### src/rtl/eth_rx_ring_sched.sv
// eth_rx_ring_sched
//   RX-side buffer-ring scheduler. Filters the byte stream from the GMII RX
//   block on destination MAC, writes frame bytes into the slot that nextbuf
//   points at, and commits the frame length. After a commit it advances the
//   producer pointer nextbuf, checked against the synchronised software
//   consumer pointer.
//
//   Optional feature: define ETH_RX_STATS_EN to build the four 16-bit
//   saturating stat_* counters. Without it, stat_* read 0 and stats_clr is
//   ignored.
//
// Ports
//   i_erx_clk, rstn              clock, synchronous active-low reset
//   rx_tdata/tvalid/tlast/tuser  AXIS byte stream, no backpressure
//   mac_address, promiscuous     destination filter controls
//   firstbuf_i                   consumer pointer (other clock domain)
//   wr_en/wr_addr/wr_data        packet-RAM byte write port (registered)
//   len_we/len_slot/len_value    length-table commit port (registered)
//   nextbuf, full                producer pointer, ring-full flag
//   stat_*, stats_clr            frame counters and their clear
module eth_rx_ring_sched #(
    parameter int NBUF_LOG2      = 3,
    parameter int BUF_BYTES_LOG2 = 11,
    parameter int MIN_LEN        = 60
) (
    input  logic                                i_erx_clk,
    input  logic                                rstn,
    input  logic [7:0]                          rx_tdata,
    input  logic                                rx_tvalid,
    input  logic                                rx_tlast,
    input  logic                                rx_tuser,
    input  logic [47:0]                         mac_address,
    input  logic                                promiscuous,
    input  logic [NBUF_LOG2:0]                  firstbuf_i,
    output logic                                wr_en,
    output logic [NBUF_LOG2+BUF_BYTES_LOG2-1:0] wr_addr,
    output logic [7:0]                          wr_data,
    output logic                                len_we,
    output logic [NBUF_LOG2-1:0]                len_slot,
    output logic [BUF_BYTES_LOG2-1:0]           len_value,
    output logic [NBUF_LOG2:0]                  nextbuf,
    output logic                                full,
    output logic [15:0]                         stat_rx_ok,
    output logic [15:0]                         stat_drop_full,
    output logic [15:0]                         stat_drop_filt,
    output logic [15:0]                         stat_drop_err,
    input  logic                                stats_clr
);
    localparam int PW = NBUF_LOG2 + 1;
    localparam int CW = BUF_BYTES_LOG2 + 1;
    localparam logic [PW-1:0] WRAP     = {1'b1, {NBUF_LOG2{1'b0}}};
    localparam logic [CW-1:0] MIN_C    = CW'(MIN_LEN);
    localparam logic [CW-1:0] LAST_OFF = CW'((1 << BUF_BYTES_LOG2) - 1);

    typedef enum logic [2:0] {IDLE, HDR, ACCEPT, DISCARD, COMMIT} state_t;

    state_t            state, state_n;
    logic [CW-1:0]     count, count_n;
    logic [39:0]       dmac, dmac_n;      // first five DA bytes; the sixth is the live byte
    logic [PW-1:0]     fb_s1, fb_s2;
    logic              mid;               // upstream is between a first and a last beat
    logic [47:0]       dmac_sh;
    logic              hit;
    logic [PW-1:0]     admit_ptr;
    logic              admit_full;
    logic              wr_go, commit;
    logic [NBUF_LOG2-1:0]      wr_slot;
    logic [BUF_BYTES_LOG2-1:0] wr_off;
    logic              inc_ok, inc_full, inc_filt, inc_err;

    assign dmac_sh = {dmac, rx_tdata};
    assign hit = (dmac_sh == mac_address) || (dmac_sh == 48'hFFFF_FFFF_FFFF) ||
                 (dmac_sh[47:24] == 24'h01005E) || promiscuous;

    // A beat taken in the COMMIT cycle belongs to the next frame, so it is
    // admitted against the pointer value that takes effect after this commit.
    assign admit_ptr  = (state == COMMIT) ? nextbuf + 1'b1 : nextbuf;
    assign admit_full = (admit_ptr == (fb_s2 ^ WRAP));
    assign full       = (nextbuf == (fb_s2 ^ WRAP));

    always_comb begin
        state_n  = state;
        count_n  = count;
        dmac_n   = dmac;
        wr_go    = 1'b0;
        wr_slot  = nextbuf[NBUF_LOG2-1:0];
        wr_off   = count[BUF_BYTES_LOG2-1:0];
        commit   = 1'b0;
        inc_ok   = 1'b0;
        inc_full = 1'b0;
        inc_filt = 1'b0;
        inc_err  = 1'b0;
        case (state)
            IDLE, COMMIT: begin
                if (state == COMMIT) begin
                    commit  = 1'b1;
                    inc_ok  = 1'b1;
                    state_n = IDLE;
                end
                if (rx_tvalid) begin
                    if (mid) begin
                        // tail of a frame cut by reset
                        state_n = rx_tlast ? IDLE : DISCARD;
                    end else if (admit_full) begin
                        inc_full = 1'b1;
                        state_n  = rx_tlast ? IDLE : DISCARD;
                    end else begin
                        wr_go   = 1'b1;
                        wr_slot = admit_ptr[NBUF_LOG2-1:0];
                        wr_off  = '0;
                        dmac_n  = dmac_sh[39:0];
                        count_n = CW'(1);
                        if (rx_tlast) begin
                            inc_err = 1'b1;
                            state_n = IDLE;
                        end else begin
                            state_n = HDR;
                        end
                    end
                end
            end
            HDR: begin
                if (rx_tvalid) begin
                    wr_go   = 1'b1;
                    dmac_n  = dmac_sh[39:0];
                    count_n = count + 1'b1;
                    if (rx_tlast) begin
                        inc_err = 1'b1;
                        state_n = IDLE;
                    end else if (count == CW'(5)) begin
                        if (hit) begin
                            state_n = ACCEPT;
                        end else begin
                            inc_filt = 1'b1;
                            state_n  = DISCARD;
                        end
                    end
                end
            end
            ACCEPT: begin
                if (rx_tvalid) begin
                    wr_go   = 1'b1;
                    count_n = count + 1'b1;
                    if (rx_tlast) begin
                        // A frame that exactly fills the slot cannot be
                        // expressed in the length field, so it is rejected too.
                        if (rx_tuser || (count + 1'b1) < MIN_C || count == LAST_OFF) begin
                            inc_err = 1'b1;
                            state_n = IDLE;
                        end else begin
                            state_n = COMMIT;
                        end
                    end else if (count == LAST_OFF) begin
                        inc_err = 1'b1;
                        state_n = DISCARD;
                    end
                end
            end
            DISCARD: begin
                if (rx_tvalid && rx_tlast) state_n = IDLE;
            end
            default: state_n = IDLE;
        endcase
    end

    // Tracks the upstream framing only; deliberately not reset, so beats
    // left over from a frame interrupted by rstn are recognised and dropped.
    always_ff @(posedge i_erx_clk) begin
        if (rx_tvalid) mid <= !rx_tlast;
    end

    always_ff @(posedge i_erx_clk) begin
        if (!rstn) begin
            state     <= IDLE;
            count     <= '0;
            dmac      <= '0;
            fb_s1     <= '0;
            fb_s2     <= '0;
            nextbuf   <= '0;
            wr_en     <= 1'b0;
            wr_addr   <= '0;
            wr_data   <= '0;
            len_we    <= 1'b0;
            len_slot  <= '0;
            len_value <= '0;
        end else begin
            state   <= state_n;
            count   <= count_n;
            dmac    <= dmac_n;
            fb_s1   <= firstbuf_i;
            fb_s2   <= fb_s1;
            wr_en   <= wr_go;
            if (wr_go) begin
                wr_addr <= {wr_slot, wr_off};
                wr_data <= rx_tdata;
            end
            len_we <= commit;
            if (commit) begin
                len_slot  <= nextbuf[NBUF_LOG2-1:0];
                len_value <= count[BUF_BYTES_LOG2-1:0];
                nextbuf   <= nextbuf + 1'b1;
            end
        end
    end

`ifdef ETH_RX_STATS_EN
    function automatic logic [15:0] sat_inc(input logic [15:0] c, input logic inc);
        return (inc && c != 16'hFFFF) ? c + 16'd1 : c;
    endfunction

    always_ff @(posedge i_erx_clk) begin
        if (!rstn || stats_clr) begin
            stat_rx_ok     <= '0;
            stat_drop_full <= '0;
            stat_drop_filt <= '0;
            stat_drop_err  <= '0;
        end else begin
            stat_rx_ok     <= sat_inc(stat_rx_ok, inc_ok);
            stat_drop_full <= sat_inc(stat_drop_full, inc_full);
            stat_drop_filt <= sat_inc(stat_drop_filt, inc_filt);
            stat_drop_err  <= sat_inc(stat_drop_err, inc_err);
        end
    end
`else
    assign stat_rx_ok     = '0;
    assign stat_drop_full = '0;
    assign stat_drop_filt = '0;
    assign stat_drop_err  = '0;
    logic unused_stats;
    assign unused_stats = ^{stats_clr, inc_ok, inc_full, inc_filt, inc_err};
`endif
endmodule

### config.mk
export PLATFORM = sky130hd
export DESIGN_NAME = eth_rx_ring_sched
export DESIGN_NICKNAME = d
export VERILOG_FILES = /design/src/rtl/eth_rx_ring_sched.sv
export SDC_FILE = /design/constraint.sdc
export NUM_CORES = 1
export LEC_CHECK = 0
export ABC_AREA = 1
export BUFFER_PORTS_ARGS = -buffer_cell sky130_fd_sc_hd__buf_2
export CAP_MARGIN = 10
export CORE_AREA = 2 2 124 126
export CTS_BUF_LIST = sky130_fd_sc_hd__clkbuf_4 sky130_fd_sc_hd__clkbuf_8
export DETAILED_ROUTE_END_ITERATION = 10
export DIE_AREA = 0 0 126 128
export PLACE_DENSITY = 0.65
export SYNTH_ARGS = -nofsm -noshare
export SYNTH_HDL_FRONTEND = slang
export SYNTH_SLANG_ARGS = --single-unit
### constraint.sdc
create_clock -name i_erx_clk -period 5.25 [get_ports i_erx_clk]
set_clock_uncertainty 0.1 [all_clocks]
set_input_delay 0.7875 -clock i_erx_clk [delete_from_list [all_inputs] [get_ports i_erx_clk]]
set_output_delay 0.7875 -clock i_erx_clk [all_outputs]
set_load 0.02 [all_outputs]
==> results of run 1 <==
-- routing by layer --
layer / vias to the layer above / routed length [um] / track usage
li1: 2651 / - / -
met2: 147 / 6565 / 0.2995
met1: 2295 / 6588 / 0.2323
met3: 21 / 853 / 0.04382
met4: 0 / 303 / 0.06529
met5: - / 0 / 0
-- metrics by stage --
stage               cells    util  hold slack, ps
detailed placement   1085  0.4156           297.5
CTS                  1101  0.4290           321.3
floorplan             880       -           290.5
finish               1101  0.4290           320.4
global route         1101  0.4290           337.4
global placement     1085  0.4156           295.5
-- flip-flops by register name (all words and copies together), names as in the netlist, 3 cells and up --
name       cells
count         12
dmac          40
fb_s1          4
fb_s2          4
len_slot       3
len_value     11
nextbuf        4
state          3
wr_addr       14
wr_data        8
-- layout by cell type (no fill, tap or decap), types with 4 or more instances in the layout --
| cell | n |
|---|---|
| sky130_fd_sc_hd__o21ai_1 | 13 |
| sky130_fd_sc_hd__nand2_2 | 4 |
| sky130_fd_sc_hd__nand3_1 | 24 |
| sky130_fd_sc_hd__o211ai_1 | 10 |
| sky130_fd_sc_hd__xor2_1 | 11 |
| sky130_fd_sc_hd__buf_2 | 108 |
| sky130_fd_sc_hd__nand4_1 | 22 |
| sky130_fd_sc_hd__inv_1 | 78 |
| sky130_fd_sc_hd__nor3_1 | 10 |
| sky130_fd_sc_hd__nor2_1 | 126 |
| sky130_fd_sc_hd__clkbuf_8 | 9 |
| sky130_fd_sc_hd__o21ai_0 | 61 |
| sky130_fd_sc_hd__nand2_1 | 144 |
| sky130_fd_sc_hd__or2_2 | 6 |
| sky130_fd_sc_hd__a21oi_1 | 45 |
| sky130_fd_sc_hd__xnor2_1 | 40 |
| sky130_fd_sc_hd__conb_1 | 64 |
| sky130_fd_sc_hd__dfxtp_1 | 105 |
-- cells by family after synthesis --
logic type / after synthesis
buffers and inverters: 176
adders and majority gates: 3
xor gates and xnor gates: 51
and+or+nand+nor: 348
other: 1
AOI/OAI and AO/OA: 132
DFF: 106
-- worst max-delay path, delay by kind of cell, from the launching register on --
kind / cells / cell delay [ps]
and+or+nand+nor: 2 / 170
AOI/OAI and AO/OA: 1 / 350
buffers and inverters: 2 / 360
DFF: 1 / 460
-- area by class of cell --
cell class / instances / area [um^2] / share of cell area
clock buffers: 11 / 138.9 / 0.02178
well taps: 188 / 235.2 / 0.03688
inverters: 83 / 316.6 / 0.04964
flip-flops and latches: 106 / 2132 / 0.3343
repair buffers: 110 / 555.5 / 0.08711
multi-input cells: 598 / 2938 / 0.4607
clock inverters: 5 / 61.31 / 0.009613
-- synthesized netlist by cell type --
cell / number / area, um^2
sky130_fd_sc_hd__nor2_1: 126 / 473.0
sky130_fd_sc_hd__or2_1: 1 / 6.260
sky130_fd_sc_hd__nor3_1: 10 / 50.05
sky130_fd_sc_hd__buf_6: 7 / 78.83
sky130_fd_sc_hd__conb_1: 1 / 3.750
sky130_fd_sc_hd__nand3_2: 1 / 10.01
sky130_fd_sc_hd__nor2_8: 1 / 20.02
sky130_fd_sc_hd__edfxtp_1: 1 / 30.03
sky130_fd_sc_hd__nand2_2: 4 / 25.02
sky130_fd_sc_hd__inv_1: 78 / 292.8
sky130_fd_sc_hd__buf_2: 5 / 25.02
sky130_fd_sc_hd__dfxtp_1: 105 / 2102
sky130_fd_sc_hd__o21ai_1: 13 / 65.06
sky130_fd_sc_hd__o211ai_1: 10 / 75.07
sky130_fd_sc_hd__nor2_2: 1 / 6.260
sky130_fd_sc_hd__nand4_1: 22 / 137.6
sky130_fd_sc_hd__ha_1: 3 / 37.54
sky130_fd_sc_hd__inv_2: 3 / 11.26
sky130_fd_sc_hd__buf_4: 66 / 495.5
sky130_fd_sc_hd__nor3_4: 1 / 16.27
sky130_fd_sc_hd__xnor2_1: 40 / 350.3
sky130_fd_sc_hd__clkbuf_2: 1 / 5.000
sky130_fd_sc_hd__and3_1: 1 / 6.260
sky130_fd_sc_hd__nor2_4: 3 / 33.78
sky130_fd_sc_hd__o21ai_2: 1 / 8.760
sky130_fd_sc_hd__clkbuf_1: 14 / 52.55
sky130_fd_sc_hd__a21oi_1: 45 / 225.2
sky130_fd_sc_hd__inv_4: 2 / 12.51
sky130_fd_sc_hd__or2_2: 6 / 37.54
sky130_fd_sc_hd__o21ai_0: 61 / 305.3
sky130_fd_sc_hd__a2111oi_0: 1 / 8.760
sky130_fd_sc_hd__a21oi_2: 1 / 8.760
sky130_fd_sc_hd__nand3_1: 24 / 120.1
sky130_fd_sc_hd__nand2_1: 144 / 540.5
sky130_fd_sc_hd__xor2_1: 11 / 96.34
sky130_fd_sc_hd__nand2_4: 3 / 33.78
-- power by group --
part / switching [mW] / internal, mW
sequential: 0.0609 / 0.859
combinational: 0.222 / 0.118
clock: 0.294 / 0.235
-- worst max-delay path by stage --
stage	start	end	slack [ps]	cells past startpoint
after global placement	nextbuf[0]	dmac[14]	2740	10
after global routing	state[0]	dmac[23]	2410	13
after floorplan	nextbuf[2]	full	2470	4
after detailed placement	nextbuf[0]	dmac[23]	2690	10
after CTS	nextbuf[2]	full	2590	5
final	nextbuf[2]	full	2630	5
==> results list, run 1 <==
* Status: completed
- Counting distinct cell types in the post-synthesis netlist gives 36.
- Min-Delay Path Depth: 2
- Of the total synthesized cell area, the portion taken by AND, OR, NAND and NOR gates is 0.2612.
- Counting the fill cells in the layout gives 1607.
- Maximum achievable frequency: 382.3 MHz
- Post-synthesis average cell area: 7.107 um^2
- Data on the critical path arrives at its endpoint at 1730 ps.
- The floorplan step defined a die boundary enclosing 16130 um^2.
- The clock tree synthesis step divided the H-tree into 3 levels.
* RSZ-0062 raised after global routing: no
- Count of vias placed by the detailed router: 5114
- OpenSTA, run right after detailed placement, puts the worst setup slack at 2689 ps.
- Cell count of the worst reg-to-reg path: 13
- Crit path kind: register to output pin
- Power, Total: 1.789 mW
* Total wire length: 14310 um
- Largest net degree at the start of global routing: 52
* Buffers added on ports: 108
- Once layout is done, the placed cells without fillers occupy 6377 um^2.
- CP max stage cell: sky130_fd_sc_hd__dfxtp_1
- CTS saw 106 sinks.
- Mux cell area share after synthesis: 0
- Setup violations remaining at the end of the flow were counted as 0.
- RR Startpoint: state[0]
* Synth Area in XOR/XNOR: 0.07692
* Arithmetic-cell share of the synthesized area counting full adders, half adders and majority gates: 0.006464
- First DRT Iteration DRCs: 301
- Number of global-route vias before repair: 4760
* Cells resized by post-CTS repair: 0
- Portion of the clock cycle consumed by the worst path in the final layout: 0.4982
* FF-to-FF End: dmac[23]
- The final layout contains 978 nets.
* Number of routed nets with antenna violations: 0
* Number of buffers on the longest clock path: 2
- ANT cells: 0
* Area fraction in compound gates after synthesis: 0.1200
- TritonCTS created 9 clock buffers.
- Slew @ Worst Pin: 696.1 ps
* Main combinational cell family by area after synthesis: simple AND/OR/NAND/NOR gates
- Clock tree from TritonCTS: built
* Max-slew violations: 0
- Summed over all failing endpoints, the final setup total negative slack is 0 ps.
- The analysis attributes to cell leakage a power of 2.969 nW.
- For the worst setup path, the data required time is 4360 ps.
* Min-delay worst type: register to register
* Post-synthesis instance area: 5807 um^2
- STA classifies the critical path endpoint as an output pin.
* Cell area reported after detailed placement: 6177 um^2
- Max-cap violations in this run came to 0.
- For hold timing, the worst endpoint is fb_s2[1].
- For this configuration, the core starts out at a cell density of 0.3907.
- Power Density: 280.5 nW/um^2
- Average wire per cell in the routed design: 13.00 um
- Number of buffers added for setup after CTS: 0
* Hold buffers post-CTS: 0
- First-pass GRT wire length: 23630 um
- Yosys warning total: 0
* Global-route congestion overflow total: 0
- The worst-case IR drop observed on VDD is 0.1629 mV.
- Fraction of final layout cells with drive strength greater than 1: 0.1676
- For flop-to-flop paths, the worst setup slack is 2700 ps.
- In this run the horizontal extent of the chip is 126 um.
- After synthesis the netlist holds a flip-flop and latch count of 106.
- Cell repeated most along the worst path: sky130_fd_sc_hd__nand2_1
- In this run the vertical extent of the chip is 128 um.
* Clock root buffer: sky130_fd_sc_hd__clkbuf_8
* Time the worst path needs with I/O delays and setup: 2615 ps
- Synthesis-to-finish area growth: 9.826%
- The core region is 14860 um^2.
* Largest fanout on the critical path: 6
- Pre-Repair DR Iteration Count: 7
- Summed over all nets, the half-perimeter wirelength after detailed placement is 10480 um.
* List of cells traversed by the critical path: inv_1 -> nand2_1 -> nand2_1 -> a2111oi_0 -> buf_2
- The congestion estimate from routability-driven global placement came to 0.8451.
* DRC Markers: 0
- In this design, the stage delay of the slowest critical-path cell is 460 ps.
- The final hold violation count is 0.
* All-layer global routing usage: 0.1816
* Nature of the critical path startpoint: register
- Clock-pin slew was measured on the worst setup and hold paths at 90 ps.
- Launch instance of the worst min-delay path: fb_s1[1]
- Routed vias/inst: 4.645
- Rel. slew slack: 0.5355
- Number of ports placed on the die boundary: 174
- Clock latency on the worst-skew pair, taken at its later pin, is 390 ps.
* Site row count: 45
- The initial antenna violation count was 0.
* Crit path setup slack, layout: 2635 ps
- Gate count after technology mapping: 817
- Of the synthesized area, sequential elements account for 0.3672.
(Power assumes the default switching activity.)
==> run 2: changes to the inputs <==
==> constraint.sdc (replaced) <==
create_clock -name i_erx_clk -period 2.7 [get_ports i_erx_clk]
set_clock_uncertainty 0.1 [all_clocks]
set_input_delay 0.405 -clock i_erx_clk [delete_from_list [all_inputs] [get_ports i_erx_clk]]
set_output_delay 0.405 -clock i_erx_clk [all_outputs]
set_load 0.02 [all_outputs]
==> run 2 against run 1 <==
Compared with the run above:
- die area did not move
- combinational power rose by 96%
- power rose by 96%
- sequential power rose by 95%
- global-route usage fell by 0.49 points
- core utilization rose by 0.22 points
- sequential share of layout area fell by 0.17 points
- wire length fell by 1.2%
- non-clock buffer count rose by 3
- register-to-register slack got worse by 2300 ps
- final cell count rose by 0.27%
- setup slack got worse by 2300 ps
- largest cell class unchanged
==> results list, run 2 (synthesized netlist as in run 1, its figures left out) <==
- Status: completed
- The number of flip-flops under the largest register name is 40 (unchanged).
- H-tree depth: 3 (unchanged)
- Pre-Repair DR Iteration Count: 4 (-3)
- Walking the worst path, the cells encountered are ha_1 -> nand3_1 -> xor2_1 -> nand2_1 -> nor2_4 -> nand2_2 -> nand2_4 -> buf_4 -> o21ai_0 -> a21oi_1.
- The worst setup path is launched from a register.
- Initial antenna violation count: 0 (unchanged)
- Number of routed nets with antenna violations: 0 (unchanged)
- Top register by number of flip-flops: dmac
- Slew @ Worst Pin: 662.0 ps (-34.03 ps)
- The initial core utilization was 0.3907 (unchanged).
- Global-route congestion overflow total: 0 (unchanged)
* Clock tree from TritonCTS: built
- Final hold viol count: 0 (unchanged)
- The maximum cell stage delay along the critical path is 520 ps (+60 ps).
* Largest net degree at the start of global routing: 55 (+5.8%)
- Max-slew violations: 0 (unchanged)
- The critical path arrival is 2570 ps (+840 ps).
- Time the worst path needs with I/O delays and setup: 2336 ps
* First DRT Iteration DRCs: 332 (+10%)
- Crit path kind: register to register
- The antenna diode instance count is 0 (unchanged).
- DRC Markers: 0 (unchanged)
- The post-cts hold buffer count came to 0 (unchanged).
* Routed vias/inst: 4.549 (-2.1%)
* Most Used Layer, Global Route: met2
- Met1 Usage GRT: 0.2338 (+0.001448)
- The total length of routed wires was 14140 um (-1.2%).
- Timing would allow up to 428.0 MHz.
* GRT met3 Usage: 0.03422 (-0.009599)
- Cells resized by post-CTS repair: 0 (unchanged)
- The number of violations of the max-capacitance limit is 0 (unchanged).
* Rel. slew slack: 0.5582 (+0.02272)
- The fraction of layout instances using a drive strength above 1 came to 0.1703 (+0.002726).
- R2R setup slack: 360 ps (-2340 ps)
- Number of ports placed on the die boundary: 174 (unchanged)
- The die footprint was 16130 um^2 (unchanged).
* Met2 Track Usage GR: 0.2925 (-0.006958)
* Leading registers by flop count: dmac x40, wr_addr x14, count x12
* Clock insertion delay at the later pin of the skew report: 390 ps (about the same)
- The number of clock sinks seen by CTS was 106 (unchanged).
* Average wire per cell in the routed design: 12.81 um (-1.4%)
- The height of the die was 128 um (unchanged).
- The overall power after layout came to 3.513 mW (+96%).
- From synthesis to final layout, the design area changed by 10.39%.
- Clock root buffer: sky130_fd_sc_hd__clkbuf_8
- Finished layout cell area: 6410 um^2 (+0.51%)
- The total number of placement rows came to 45 (unchanged).
- Detailed placer's ending HPWL: 10430 um (-0.48%)
* Final layout net count: 981 (+0.31%)
- The cell area power density was 548.0 nW/um^2 (+95%).
- Final setup violation count: 0 (unchanged)
* Portion of the clock cycle consumed by the worst path in the final layout: 0.8653
- The global-route wire length before repair was 23010 um (-2.6%).
- Commonest non-fill, non-tap cell in the layout: sky130_fd_sc_hd__nand2_1
- Min-delay worst type: input port to register
- CP max stage cell: sky130_fd_sc_hd__dfxtp_1
- Number of buffers on the longest clock path: 2 (unchanged)
- The total global-route track usage came to 0.1767 (-0.004876).
* Worst path required time: 2930 ps (-1430 ps)
- Die width: 126 um (unchanged)
- Static Leakage: 2.987 nW (+0.61%)
- The final-layout setup total negative slack was 0 ps (unchanged).
- The clock transition at the register clock pins on the worst setup and hold paths after CTS is 110 ps (+20 ps).
* Number of buffers added for setup after CTS: 0 (unchanged)
- STA classifies the critical path endpoint as a register.
- The core box area was 14860 um^2 (unchanged).
- Peak ir drop on the vdd network: 0.3537 mV (+120%)
- The via total after detailed routing was 5022 (-1.8%).
- Cell area reported after detailed placement: 6200 um^2 (+0.36%)
* Largest fanout on the critical path: 43 (+37)
* Number of global-route vias before repair: 4596 (-3.4%)
* Routability congestion estimate: 0.8244 (-2.4%)
* Number of CTS-inserted buffers: 9 (unchanged)
* Most frequent cells in the layout: 144 x sky130_fd_sc_hd__nand2_1, 126 x sky130_fd_sc_hd__nor2_1, 108 x sky130_fd_sc_hd__buf_2
- Buffers added on ports: 108 (unchanged)
- Setup repair after global routing left no endpoint under its margin.
==> run 2: cell types whose count changed in the layout (fill, tap and decap cells not counted) <==
cell,change
sky130_fd_sc_hd__buf_4,+3
sky130_fd_sc_hd__clkbuf_4,-2
sky130_fd_sc_hd__clkbuf_8,+1
sky130_fd_sc_hd__inv_8,+1
==> run 2: per-layer routing <==
layer | vias to the layer above | wire (um)
met5 | - | 0
met4 | 0 | 166
met3 | 12 | 828
met2 | 150 | 6479
met1 | 2212 | 6668
li1 | 2648 | -
==> run 2: final timing paths <==
path | from | cells past startpoint | to
max reg2reg | nextbuf[0] | 10 | dmac[19]
min reg2reg | fb_s1[0] | 2 | fb_s2[0]
max | nextbuf[0] | 10 | dmac[19]
min | firstbuf_i[0] | 3 | fb_s1[0]
==> run 2: layout make-up <==
type / instances / area [um^2]
sequential: 106 / 2132
fill: 1574 / 8454
tap: 188 / 235.2
multi-input combinational: 598 / 2938
clock inverter: 6 / 72.57
clock buffer: 10 / 137.6
inverter: 83 / 316.6
timing repair buffer: 113 / 578.1
==> run 2: report_power, final <==
| part | internal (mW) | switching (mW) | leakage [nW] |
|---|---|---|---|
| registers | 1.67 | 0.117 | 0.868 |
| clock network | 0.468 | 0.592 | 0.109 |
| logic | 0.233 | 0.434 | 2.01 |
==> run 2: through the flow <==
stage / hold slack (ps) / cells / setup WS [ps] / util
after floorplan: 290.5 / 880 / 300.2 / -
final: 99.29 / 1104 / 363.6 / 0.4312
after global placement: 293.8 / 1088 / 405.6 / 0.4171
after global routing: 108.8 / 1104 / 112.2 / 0.4312
after CTS: 81.90 / 1104 / 349.5 / 0.4312
after detailed placement: 298.4 / 1088 / 397.5 / 0.4171
==> run 2: worst max-delay path: cells and delay by family (launching register included) <==
family / cells / cell delay [ps]
buffers and inverters: 1 / 370
AOI/OAI and AO/OA: 2 / 270
DFF: 1 / 520
xor gates and xnor gates: 1 / 180
and+or+nand+nor: 5 / 600
adders and majority gates: 1 / 230
